$ cat src/rtl/dmem_bus_ctrl.sv
// Data-memory bus controller: turns one core load/store into a word-aligned,
// byte-enabled request/acknowledge bus access and stalls the core until done.
// Flags misaligned requests and bus timeouts; load data is returned
// right-justified and zero-filled.
module dmem_bus_ctrl #(
    parameter int unsigned TIMEOUT = 16,  // 0 disables the timeout
    parameter int unsigned CNT_W   = 5
) (
    input  logic        i_clk,
    input  logic        i_rst,
    input  logic        i_req_read,
    input  logic        i_req_write,
    input  logic [31:0] i_req_addr,
    input  logic [31:0] i_req_wdata,
    input  logic [1:0]  i_req_size,
    output logic        o_stall,
    output logic [31:0] o_rdata,
    output logic        o_rvalid,
    output logic        o_misalign,
    output logic        o_bus_err,
    output logic        o_mem_req,
    output logic        o_mem_we,
    output logic [31:0] o_mem_addr,
    output logic [3:0]  o_mem_be,
    output logic [31:0] o_mem_wdata,
    input  logic        i_mem_ack,
    input  logic [31:0] i_mem_rdata
);

    typedef enum logic [1:0] {StIdle, StAccess, StErr, StDone} state_t;

    localparam logic [CNT_W-1:0] CntLast = CNT_W'(TIMEOUT - 1);

    state_t           state;
    logic [CNT_W-1:0] cnt;
    logic [1:0]       acc_size;
    logic [1:0]       acc_off;

    logic             req_any;
    logic             misaligned;
    logic [3:0]       req_be;
    logic [31:0]      req_wdata;
    logic [31:0]      rd_shifted;
    logic [31:0]      rd_aligned;
    logic             timeout_hit;

    // Decode the incoming request into lane enables, replicated data and alignment.
    always_comb begin
        req_any    = i_req_read | i_req_write;
        misaligned = 1'b0;
        req_be     = 4'b1111;
        req_wdata  = i_req_wdata;
        case (i_req_size)
            2'b00: begin
                req_be    = 4'b0001 << i_req_addr[1:0];
                req_wdata = {4{i_req_wdata[7:0]}};
            end
            2'b01: begin
                misaligned = i_req_addr[0];
                req_be     = i_req_addr[1] ? 4'b1100 : 4'b0011;
                req_wdata  = {2{i_req_wdata[15:0]}};
            end
            // Word and the reserved encoding both behave as a full word.
            default: begin
                misaligned = |i_req_addr[1:0];
            end
        endcase
        // Write wins when both request lines are high.
        if (!i_req_write) begin
            req_wdata = 32'h0;
        end
    end

    // Right-justify and zero-fill the returned word using the captured offset/size.
    always_comb begin
        rd_shifted = i_mem_rdata >> {acc_off, 3'b000};
        case (acc_size)
            2'b00:   rd_aligned = {24'h0, rd_shifted[7:0]};
            2'b01:   rd_aligned = {16'h0, rd_shifted[15:0]};
            default: rd_aligned = rd_shifted;
        endcase
        timeout_hit = (TIMEOUT != 32'd0) && (cnt == CntLast);
    end

    // Core stalls while a request is pending, being serviced, or being rejected.
    always_comb begin
        o_stall = ((state == StIdle) && req_any) || (state == StAccess) || (state == StErr);
    end

    // Transaction FSM with registered bus and result outputs.
    always_ff @(posedge i_clk) begin
        if (i_rst) begin
            state       <= StIdle;
            cnt         <= '0;
            acc_size    <= 2'b00;
            acc_off     <= 2'b00;
            o_rdata     <= 32'h0;
            o_rvalid    <= 1'b0;
            o_misalign  <= 1'b0;
            o_bus_err   <= 1'b0;
            o_mem_req   <= 1'b0;
            o_mem_we    <= 1'b0;
            o_mem_addr  <= 32'h0;
            o_mem_be    <= 4'h0;
            o_mem_wdata <= 32'h0;
        end else begin
            o_rvalid   <= 1'b0;
            o_misalign <= 1'b0;
            o_bus_err  <= 1'b0;
            case (state)
                StIdle: begin
                    if (req_any) begin
                        if (misaligned) begin
                            state      <= StErr;
                            o_misalign <= 1'b1;
                        end else begin
                            state       <= StAccess;
                            cnt         <= '0;
                            acc_size    <= i_req_size;
                            acc_off     <= i_req_addr[1:0];
                            o_mem_req   <= 1'b1;
                            o_mem_we    <= i_req_write;
                            o_mem_addr  <= {i_req_addr[31:2], 2'b00};
                            o_mem_be    <= req_be;
                            o_mem_wdata <= req_wdata;
                        end
                    end
                end
                StAccess: begin
                    // An ack in the final allowed cycle beats the timeout.
                    if (i_mem_ack) begin
                        state     <= StDone;
                        o_mem_req <= 1'b0;
                        o_rvalid  <= 1'b1;
                        o_rdata   <= o_mem_we ? 32'h0 : rd_aligned;
                    end else if (timeout_hit) begin
                        state     <= StDone;
                        o_mem_req <= 1'b0;
                        o_rvalid  <= 1'b1;
                        o_bus_err <= 1'b1;
                        o_rdata   <= 32'h0;
                    end else begin
                        cnt <= cnt + 1'b1;
                    end
                end
                StErr: begin
                    state   <= StDone;
                    o_rdata <= 32'h0;
                end
                StDone: begin
                    state <= StIdle;
                end
                default: begin
                    state <= StIdle;
                end
            endcase
        end
    end

endmodule

$ cat config.mk
export PLATFORM = sky130hd
export DESIGN_NAME = dmem_bus_ctrl
export DESIGN_NICKNAME = d
export VERILOG_FILES = /design/src/rtl/dmem_bus_ctrl.sv
export SDC_FILE = /design/constraint.sdc
export NUM_CORES = 1
export LEC_CHECK = 0
export CAP_MARGIN = 20
export CORE_MARGIN = 2
export CORE_UTILIZATION = 43
export CTS_CLUSTER_DIAMETER = 80
export DETAILED_ROUTE_END_ITERATION = 10
export GPL_TIMING_DRIVEN = 0
export PLACE_DENSITY_LB_ADDON = 0.2
export SYNTH_ARGS = -nofsm -noshare
export SYNTH_HDL_FRONTEND = slang
export SYNTH_SLANG_ARGS = --single-unit
export TNS_END_PERCENT = 100
$ cat constraint.sdc
create_clock -name i_clk -period 2.58 [get_ports i_clk]
set_clock_uncertainty 0.05 [all_clocks]
set_input_delay 0.387 -clock i_clk [delete_from_list [all_inputs] [get_ports i_clk]]
set_output_delay 0.387 -clock i_clk [all_outputs]
set_load 0.005 [all_outputs]
# Yosys cells after proc, flatten, opt, wreduce, memory -nomap -nowiden
# Index checks and enable logic that the tools add are counted.
[op_classes] bitwise=5 n_lt_le_gt_ge=0 n_eq_ne=11 n_mux=28 mul=0 reduce_logical=17 shift=2 n_div=0 addsub=1
[op_table] cell="one-hot mux 32 bit (2 select lines)" n=3
[op_table] cell="2-to-1 mux 32 bit" n=4
[op_table] cell="right shift 32 x 5 -> 32 bit" n=1
[op_table] cell="2-to-1 mux 5 bit" n=4
[op_table] cell="one-hot mux 5 bit (2 select lines)" n=1
[op_table] cell="2-to-1 mux 2 bit" n=4
[op_table] cell="inequality test 2 bit (second input constant)" n=4
[op_table] cell="one-hot mux 2 bit (4 select lines)" n=1
[op_table] cell="one-hot mux 4 bit (2 select lines)" n=1
[op_table] cell="2-to-1 mux 1 bit" n=7
[op_table] cell="equality test 2 x 1 -> 1 bit (second input constant)" n=3
[op_table] cell="logical NOT 2 bit" n=3
[op_table] cell="OR reduction 3 bit" n=2
[op_table] cell="adder 5 x 1 -> 5 bit (second input constant)" n=1
[op_table] cell="equality test 5 x 4 -> 1 bit (second input constant)" n=1
[op_table] cell="AND reduction 5 bit" n=1
[op_table] cell="equality test 2 bit (second input constant)" n=2
[op_table] cell="2-to-1 mux 4 bit" n=1
[op_table] cell="NOT 1 bit" n=4
[op_table] cell="one-hot mux 1 bit (2 select lines)" n=2
[op_table] cell="AND reduction 2 bit" n=2
[op_table] cell="AND reduction 4 bit" n=1
[op_table] cell="nonzero test 2 bit" n=2
[op_table] cell="OR reduction 2 bit" n=2
[op_table] cell="6 further kinds" n=7
[word_totals] out_inout_bits=106 romBits=0 elab_cells=77 ramBits=0 inputBits=103 latch_bits=0 register_bits=114 n_memories=0

# Longest topological paths before layout
[depth] ltp_word=5 ltp_mapped=9 ltp_nobuf=7

# Worst setup path before layout
# No wires, ideal clock.
[synth_path] path_kind="flip-flop to flip-flop" start="register cnt[0]" end="register cnt[3]" synth_period_minus_slack_ns=2.284 path_buffers=0 slack_ns=0.296 stages_incl_launch_ff=8 required_ns=2.407 arrival_time_ns=2.111 setup_ns=0.123 path_cell_list="dfxtp_1 > ha_1 > and3_1 > ha_1 > or3b_4 > a311oi_4 > nand4_1 > mux2_1"
[synth_via] elab_cells_between_ends=7 classes_between="1 x add/sub; 2 x eq/ne; 3 x mux; 1 x reduce/logical"
[synth_lines] element="start, declared" line_no="35" text="logic [CNT_W-1:0] cnt;"
[synth_lines] element="start signal, assigned" line_no="143" text="cnt <= cnt + 1'b1;"
[synth_lines] element="equality test 5 x 4 -> 1 bit" line_no="82" text="timeout_hit = (TIMEOUT != 32'd0) && (cnt == CntLast);"
[synth_lines] element="via timeout_hit" line_no="45" text="logic timeout_hit;"
[synth_lines] element="inequality test 2 bit (no source line)"
[synth_lines] element="AND reduction 5 bit (no source line)"
# The timed path passes the listed nets, and every way through them passes these cells. The select of a mux whose other input is x is not followed.
# A chain may end at the register's enable or synchronous reset.

# Worst setup path in the final report
# Same ends and word-level chain as after synthesis.

==> metrics.yaml <==
r2r-end: "cnt[3]"
min_to: "o_bus_err"
fmax_ghz: 0.408
yosys-top-cells-area: "dfxtp_1, a22oi_1, nand2_1"
rsz0062_at_grt: "false"
path_class: "reg -> reg"
final_util: 0.683
worstHoldStart: "i_rst"
synth.distinct_cells: 38
grt_overflow: 0
fill_cells: 896
routed_wl_microns: 16200
cts_hold_buf: 0
cts-root-buf: "clkbuf_16"
peakVddDrop_v: 0.000407
finalSetupViolations: 0
instances_no_fill: 929
max_slew_margin: 0.524
num_rows: 39
syn_to_final_growth_pct: 56.8
cts_buffers: 17
postCtsSetupBuffers: 0
timing.reg2reg.setup_slack_ps: 130
ff2ff_path_depth: 7
drc_errors: 0
crit_path_start_kind: "flip-flop"
io_pins: 209
pwr-share-comb: 0.300
hold_path_class: "in -> reg"
worstSetupEndpointType: "flip-flop"
yosysWarningCount: 0
p_seq_frac: 0.340
wl_per_cell_microns: 17.4
power_density_nw_per_um2: 798
p_switching_mw: 1.96
grt_max_degree: 17
ys.flop_type: "dfxtp_1"
first_global_vias: 5126
synthCells: 549
grt_antenna_before_repair: 0
crit_required_ps: 2830
cp_max_fo: 7
cpMostUsedCell: "ha_1"
die_area_sq_um: 12300
yosys.area.top_type: "dfxtp_1"
worst_path_max_delay_cell: "or3b_4"
insertion_delay_ps: 410
switching_share: 0.318
finalCriticalPeriod_ps: 2450
syn-mean-instance-area_sq_um: 8.98
power_frac_clock: 0.360
fp.dieW_microns: 111
initial_core_util: 0.436
diodes: 0
portBuffers: 204
maxCapViolCount: 0
dr.first_iter.drc_count: 290
htreeDepth: 4
yosys-top-cells-count: "dfxtp_1, nand2_1, nor2_1, a22oi_1, a21oi_1"
synth_most_common_cell: "dfxtp_1"
internal-power_mw: 4.21
drtPass1Iterations: 7
vias: 5039
cp_cell_sequence: "ha_1, and3_1, ha_1, or3b_4, a311oi_4, nand4_1, mux2_1"
maxSlewViolCount: 0
synth_area_sq_um: 4930
synth-async-reset-ratio: 0
critPathArrivalTime_ps: 2690
die_h_microns: 111
final-hold-violation-count: 0
grt_first_pass_wirelength_microns: 25500
ys_ff_latch: 114
hpwlAfterDp_microns: 12400
cts_tree: "yes"
slowest_delay_ps: 410
postRouteAntennaNets: 0
track_usage: 0.261
whs_ps: 314
drive_gt1_frac: 0.104
whs_path_depth: 2
r2r-start: "cnt[0]"
synth_edf_count: 0
synth.top_cell.area_share: 0.463
clk_pin_slew_ps: 50
clock_sinks: 114
worst_pin_slew_ps: 711
status: "complete, no violations"
nets: 882
p_leak_nw: 2.81
core_sq_um: 11300
gp_congestion: 0.896
synth-seq-area-share: 0.463
setup_tns_ps: 0
cts_max_path_buffers: 2
dp.cells: 897
finalCritPeriodShare: 0.949
routed_via_density: 5.42
-- repair_timing --
action	4_1_cts	5_1_grt
endpoints found under the setup margin	0	25
resized for setup	0	6
endpoints found under the hold margin	0	0
-- worst max-delay path, delay by kind of cell (launching register included) --
kind | cells | cell delay [ps]
compound gates | 1 | 380
fa+ha+maj | 2 | 460
simple gates | 3 | 760
flops | 1 | 340
mux | 1 | 330
-- routing by layer --
layer,part of all wire,GRT usage
met4,0.023,0.110
met5,0,0
met1,0.38,0.281
met2,0.50,0.458
met3,0.095,0.0990
-- how the worst max path moves through the flow --
stage	startpoint	endpoint	slack, ps	cells after the start
after global placement	i_req_addr[0]	acc_off[0]	-80	7
after CTS	cnt[0]	o_rdata[5]	20	8
after floorplan	cnt[0]	cnt[3]	300	7
final	cnt[0]	cnt[3]	130	7
after detailed placement	i_req_addr[0]	o_mem_wdata[28]	-130	7
after global routing	state[1]	o_stall	2	5
-- flip-flops by register name (all words and copies together) (netlist names) --
signal,cells
acc_size,2
o_mem_req,1
o_mem_be,4
o_mem_we,1
acc_off,2
o_rvalid,1
o_misalign,1
o_mem_addr,30
o_bus_err,1
o_mem_wdata,32
cnt,5
o_rdata,32
state,2
-- logic make-up (layout without fill, tap and decap cells) --
group,after synthesis,in the layout,synth area share
fa+ha+maj,6,6,0.0152
other cells,1,2,0.000760
buf+inv,56,292,0.0475
mux,50,50,0.128
simple gates,175,175,0.145
compound gates,147,147,0.201
flops,114,114,0.463
-- metrics by stage --
| step | worst slack, ps | power, mW | cell area [sq um] |
|---|---|---|---|
| global placement | -82.3 | 3.91 | 7160 |
| finish | 132 | 6.17 | 7730 |
| floorplan | 296 | 3.09 | 4930 |
| global route | 1.66 | 6.45 | 7730 |
| detailed placement | -130 | 3.96 | 7160 |
| CTS | 19.9 | 6.18 | 7730 |
-- power by group through the flow --
stage	clock [mW]	sequential, mW	combinational [mW]
2_1_floorplan	0	2.13	0.962
3_3_place_gp	0	2.12	1.79
3_5_place_dp	0	2.13	1.83
4_1_cts	2.24	2.10	1.84
5_1_grt	2.32	2.13	2.01
6_report	2.22	2.10	1.85
-- placed cells by master, fill, tap and decap left out, types with 2 or more instances in the layout --
cell type and n:
inv_1 8, mux2_2 24, o21ai_1 2, nor3_1 4, conb_1 2, inv_6 3
a211oi_1 4, clkinv_4 2, a21oi_1 43, clkdlybuf4s50_1 204, buf_2 10, clkinvlp_4 7
nor2_1 79, nor4bb_1 3, a311oi_1 3, mux4_2 8, a22oi_1 64, clkbuf_1 29
clkbuf_2 3, ha_1 6, nand2_1 80, mux2i_1 17, dfxtp_1 114, clkbuf_16 17
o21ai_0 15, buf_1 3, buf_4 3, nor3b_1 2, o2bb2ai_1 8, a21o_1 2
-- final cells by class --
type | instances | area, sq um | share of cell area
plain buffers | 48 | 208 | 0.0269
clock buffers | 18 | 439 | 0.0568
clock inverters | 14 | 131 | 0.0170
inverters | 8 | 30.0 | 0.00388
multi-input cells | 380 | 2420 | 0.313
flip-flops and latches | 114 | 2280 | 0.295
well taps | 143 | 179 | 0.0231
repair buffers | 204 | 2040 | 0.264
Power figures use the tool's default switching activity.
